$ cat src/rtl/mig_model_fifo.sv
// Small synchronous FIFO with registered occupancy; holds either app commands
// or write-data beats for the MIG model.
module mig_model_fifo #(
  parameter int unsigned Width = 8,
  parameter int unsigned Depth = 4
) (
  input  logic                       clk_i,
  input  logic                       rst_i,
  input  logic                       push_i,
  input  logic [Width-1:0]           data_i,
  input  logic                       pop_i,
  output logic [Width-1:0]           data_o,
  output logic                       full_o,
  output logic                       empty_o,
  output logic [$clog2(Depth+1)-1:0] count_o
);

  localparam int unsigned PtrW = $clog2(Depth);
  localparam int unsigned CntW = $clog2(Depth + 1);

  logic [Width-1:0] mem_q [Depth];
  logic [PtrW-1:0]  wr_ptr_q;
  logic [PtrW-1:0]  rd_ptr_q;
  logic [CntW-1:0]  count_q;
  logic             push;
  logic             pop;

  assign full_o  = (count_q == CntW'(Depth));
  assign empty_o = (count_q == '0);
  assign push    = push_i && !full_o;
  assign pop     = pop_i && !empty_o;
  assign data_o  = mem_q[rd_ptr_q];
  assign count_o = count_q;

  // Pointers wrap naturally because Depth is a power of two.
  always_ff @(posedge clk_i) begin
    if (rst_i) begin
      wr_ptr_q <= '0;
      rd_ptr_q <= '0;
      count_q  <= '0;
    end else begin
      if (push) wr_ptr_q <= wr_ptr_q + PtrW'(1);
      if (pop)  rd_ptr_q <= rd_ptr_q + PtrW'(1);
      case ({push, pop})
        2'b10:   count_q <= count_q + CntW'(1);
        2'b01:   count_q <= count_q - CntW'(1);
        default: count_q <= count_q;
      endcase
    end
  end

  always_ff @(posedge clk_i) begin
    if (push) mem_q[wr_ptr_q] <= data_i;
  end

endmodule

$ cat config.mk
export PLATFORM = sky130hd
export DESIGN_NAME = mig_model_fifo
export DESIGN_NICKNAME = d
export VERILOG_FILES = /design/src/rtl/mig_model_fifo.sv
export SDC_FILE = /design/constraint.sdc
export NUM_CORES = 1
export LEC_CHECK = 0
export BUFFER_PORTS_ARGS = -buffer_cell sky130_fd_sc_hd__buf_2
export CAP_MARGIN = 20
export CORE_UTILIZATION = 43
export CTS_CLUSTER_SIZE = 30
export DETAILED_ROUTE_END_ITERATION = 6
export PLACE_DENSITY_LB_ADDON = 0.08
export REMOVE_ABC_BUFFERS = 1
export SKIP_LAST_GASP = 1
export SYNTH_ARGS = -nofsm -noshare
export SYNTH_HDL_FRONTEND = slang
export SYNTH_SLANG_ARGS = --single-unit
export TNS_END_PERCENT = 10
$ cat constraint.sdc
create_clock -name clk_i -period 1.8 [get_ports clk_i]
set_clock_uncertainty 0.05 [all_clocks]
set_input_delay 0.36 -clock clk_i [delete_from_list [all_inputs] [get_ports clk_i]]
set_output_delay 0.36 -clock clk_i [all_outputs]
set_load 0.01 [all_outputs]
# --- Word-level counts from Yosys, hierarchy flattened ---
# Memory sizes are Yosys's and may differ from the RTL's. A register that Yosys moved wholly into a read port is not among the register bits.
# Index checks and enable logic that the tools add are counted.
classes:
  n_addsub: 4
  n_eq_ne: 3
  muxes: 5
  reduce_logical: 6
op_table:
  columns: ["operator", "n"]
  rows:
  - ["3-bit one-hot mux with 2 select lines", 1]
  - ["2-bit by 1-bit adder with 2-bit output (second input constant)", 2]
  - ["2-bit two-way mux", 2]
  - ["3-bit by 1-bit adder with 3-bit output (second input constant)", 1]
  - ["3-bit equality test (second input constant)", 1]
  - ["3-bit logical NOT", 1]
  - ["3-bit by 1-bit subtractor with 3-bit output (second input constant)", 1]
  - ["2-bit by 1-bit equality test with 1-bit output (second input constant)", 1]
  - ["2-bit equality test (second input constant)", 1]
  - ["1-bit logical AND", 2]
  - ["1-bit logical NOT", 2]
  - ["1-bit two-way mux", 2]
  - ["2-bit nonzero test", 1]
totals:
  ff_bits: 7
  ram_bits: 32
  input_bits: 12
  elab_cells: 22
  n_memories: 1
mem_list:
  columns: ["name", "depth", "width", "read_ports", "rd_clocked_by_memory_dff", "write_ports", "line", "rtl"]
  rows:
  - ["mem_q", 4, 8, 1, 1, 1, "21", "logic [Width-1:0] mem_q [Depth];"]

# --- Logic depth before layout (Yosys ltp) ---
depth:
  depth_word: 5
  ltp_mapped: 9

# --- Worst setup path before layout ---
# OpenSTA, ideal clock, no wires.
synth_timing:
  kind: "register to register"
  from: "reg count_q[2], in the netlist count_o[2]"
  to: "reg count_q[2], in the netlist count_o[2]"
  setup_ns: 0.070
  t_arrival_ns: 2.131
  required_ns: 1.680
  path_slack_ns: -0.451
  path_stages_with_launch: 10
  path_buffers: 0
  cell_sequence: "dfxtp_1 nor3b_2 nor2_1 inv_1 ha_1 inv_1 fa_1 xor2_1 or3_1 a21oi_1"
synth_via:
  elab_chain_len: 5
  elab_cells_between_ends: 12
synth_rtl:
  columns: ["element", "line", "rtl"]
  rows:
  - ["start: declaration", "24", "logic [CntW-1:0] count_q;"]
  - ["start signal: assignment", "45", "2'b10: count_q <= count_q + CntW'(1);"]
  - ["start signal: assignment", "46", "2'b01: count_q <= count_q - CntW'(1);"]
  - ["start signal: assignment", "47", "default: count_q <= count_q;"]
  - ["3-bit equality test *", "28", "assign full_o = (count_q == CntW'(Depth));"]
  - ["via full_o", "13", "output logic full_o,"]
  - ["1-bit logical NOT *", "30", "assign push = push_i && !full_o;"]
  - ["1-bit logical AND *", "30", null]
  - ["2-bit by 1-bit equality test with 1-bit output or 2-bit equality test (tied branches)", "44", "case ({push, pop})"]
  - ["3-bit one-hot mux with 2 select lines or 2-bit nonzero test (tied branches)", null, null]
# The timed path passes the listed nets; every way through them passes the cells marked *.
# A chain may end at the register's enable or synchronous reset.

# --- Final worst setup path ---
layout_timing:
  from: "reg count_q[1], in the netlist count_o[1]"
  to: "reg count_q[2], in the netlist count_o[2]"
layout_via:
  elab_chain_len: 5
  elab_cells_between_ends: 12
layout_rtl:
  columns: ["element", "line"]
  rows:
  - ["3-bit equality test or 3-bit logical NOT (tied branches)", "28, 29"]
  - ["1-bit logical NOT, on equally long branches", "30, 31"]
  - ["1-bit logical AND, on equally long branches", "30, 31"]
  - ["2-bit by 1-bit equality test with 1-bit output or 2-bit equality test (tied branches)", "44"]
  - ["3-bit one-hot mux with 2 select lines or 2-bit nonzero test (tied branches)", null]
# Several ways; a longest one is shown, not always the timed one.

==> metrics.md <==
| Metric | Value |
|---|---|
| CTS tree | done |
| Max VDD drop | ~660 µV |
| Util after Layout | 58.4% |
| Most frequent cells in the layout | edfxtp_1 (32), buf_2 (24), buf_4 (22) |
| Area contributors post-synth | edfxtp_1 (59%), dfxtp_1 (11%), mux4_2 (11%) |
| Synth Instances | 96 |
| # rows | 22 |
| Vias | 914 |
| Slew Viols, Final | 0 |
| Drt pass-1 iters | 4 |
| DRC Markers | 0 |
| Area grow syn2layout | 30.8% |
| CTS Root Cell | clkbuf_8 |
| Ant. Diodes | 0 |
| Syn Area/Cell | approximately 17 µm² |
| Leak | 0.833 nW |
| Num CTS Buffers | 5 |
| Die area | roughly 4000 µm² |
| Outcome | finished, violations left |
| Maxcap violations | 0 |
| RSZ-0062 raised after global routing | true |
| Arrival time of the worst setup path | between 2000 and 2500 ps |
| Vias per inst | about 4.6 |
| Final hold vios | 0 |
| Final Cycle Share | 109% |
| Post-route ant nets | 0 |
| Fin cells | 198 |
| HP Class | in2reg |
| Ports | 25 |
| Synth top area share | roughly three fifths |
| Placed insts | 181 |
| Predominant post-synthesis flop cell | edfxtp_1 |
| Synth cell types | 20 |
| Global-route usage over all layers | between 10% and 20% |
| Commonest non-fill, non-tap cell in the layout | edfxtp_1 |
| IO Port Bufs | 24 |
| Clk Latency, worst-skew pair | 290 ps |
| Yosys warns | 0 |
| Largest net degree at the start of global routing | 13 |
| Post-layout net count | about 170 |
| Critical Path Fanout Max | 2 |
| Failing checks | setup timing |
| Final Worst Setup Slack | -155 ps |
| H-Tree Level Count | 2 |
| Power Dens Cells | 1350 nW/µm² |
| CP startpoint kind | flop |
| Routed WL | ~2.7 mm |
| CTS sink count | slightly above 40 |
| Total grt overflow | 0 |
| Worst-path clk slew | around 70 ps |
| Largest area contributor in the netlist | edfxtp_1 |
| EDFF count, synth | 32 |
| Initial DRC count | 33 |
| Initial core utilization | 44.7% |
| First-pass GRT wire length | 4.23 mm |
| Sequential share of the synthesized area | between 60% and 70% |
| Avg WL per Cell | roughly 14 µm |
| Vias in the first global route | a little over 900 |
| Critical path type | reg2reg |
| Synth async-reset ratio | 0% |
| Die height | between 60 and 70 µm |
| Crit path time final | 1960 ps |
| Worst-Margin Slew | 405 ps |
| WHS | ~230 ps |
| Core area | between 3000 and 4000 µm² |
| Initial antenna violation count | 0 |
| Post-DP HPWL | approximately 1.8 mm |
| Hold_buf cts | 0 |
| Fraction of layout cells with a size suffix above 1 | between 40% and 50% |
| Seq cells post-synth | between 40 and 50 |
| Routability cong. | between 0.6 and 0.7 |
| CP endpoint kind | flop |
| Fmax | roughly 500 MHz |
| Mapped Area | about 1600 µm² |
| Clock buffer depth | 2 |
| Max_slew headroom | between 70% and 80% |
| Die width | between 60 and 70 µm |
| Worst EP required | between 1500 and 2000 ps |
| Setup violators final | 43 |
-- worst max-delay path, stage by stage, from the launching register on --
cell	delay, ps
dfxtp_1	320
nor3b_2	220
nor2_1	90
inv_1	70
ha_2	190
inv_2	40
fa_2	320
xor2_1	160
or3_1	330
a21oi_2	110
-- repair_timing --
action	in CTS	in global routing
setup buffers	7	2
resized for setup	4	6
pin swaps	4	5
endpoints found under the hold margin	0	0
setup endpoints to repair	10	43
-- worst paths after layout --
check / from / endpoint / slack, ps / cells after the start
min reg2reg: rd_ptr_q[1]$_SDFFE_PP0P_ / flop / 460 / 2
max reg2reg: count_o[1]$_SDFFE_PP0P_ / count_o[2]$_SDFFE_PP0P_ / -160 / 9
max: count_o[1]$_SDFFE_PP0P_ / count_o[2]$_SDFFE_PP0P_ / -160 / 9
min: data_i[5] / mem_q[2][5]$_DFFE_PP_ / 230 / 1
-- registers in the layout, indices dropped and copies added (netlist names), named ones only --
name and cells:
count_o 3, mem_q 32, rd_ptr_q 2, wr_ptr_q 2
-- layer usage --
metal	vias up	GRT usage [%]	wire length (µm)
li1	457	-	-
met1	429	16.0	1100
met2	22	25.5	1420
met3	6	5.43	107
met4	0	6.82	57
met5	-	0	0
-- cell usage after synthesis (2+ instances only) --
cell,count
ha_1,5
xor2_1,3
nor2_1,6
and2_1,4
or3_1,3
o21ai_0,3
buf_1,2
inv_1,8
edfxtp_1,32
mux4_2,8
nand2b_1,2
a21oi_1,4
dfxtp_1,9
-- power by group --
group,internal [mW],total [mW],switching [mW]
Sequential,1.15,1.21,0.0630
Clock,0.409,0.696,0.287
Combinational,0.552,0.990,0.438
Total,2.11,2.90,0.788
-- kinds of logic after synthesis --
kind of cell               Yosys count  synth area share (%)
and+or+nand+nor                     18                  6.43
xor gates and xnor gates             3                  1.61
buffers and inverters               11                  2.60
muxes                                9                  11.6
adders and majority gates            6                  5.05
AOI/OAI and AO/OA                    8                  2.91
DFF                                 41                  69.8
-- final cells by class --
cell class | count | area [µm²]
sequential | 41 | 1140
tap | 48 | 60.1
fill | 305 | 1520
clock buffer | 6 | 72.6
clock inverter | 2 | 33.8
inverter | 8 | 30.0
timing repair buffer | 49 | 328
multi-input combinational | 44 | 472
-- through the flow --
step / setup TNS, ps / setup slack (ps) / power, mW / cell area [µm²]
finish: -2340 / -155 / 2.90 / 2140
global route: -5240 / -263 / 3.06 / 2140
CTS: -1840 / -131 / 2.86 / 2100
detailed placement: -195 / -194 / 2.10 / 1940
global placement: -104 / -96.2 / 2.09 / 1940
floorplan: -663 / -451 / 1.70 / 1620
Power figures use the tool's default switching activity.
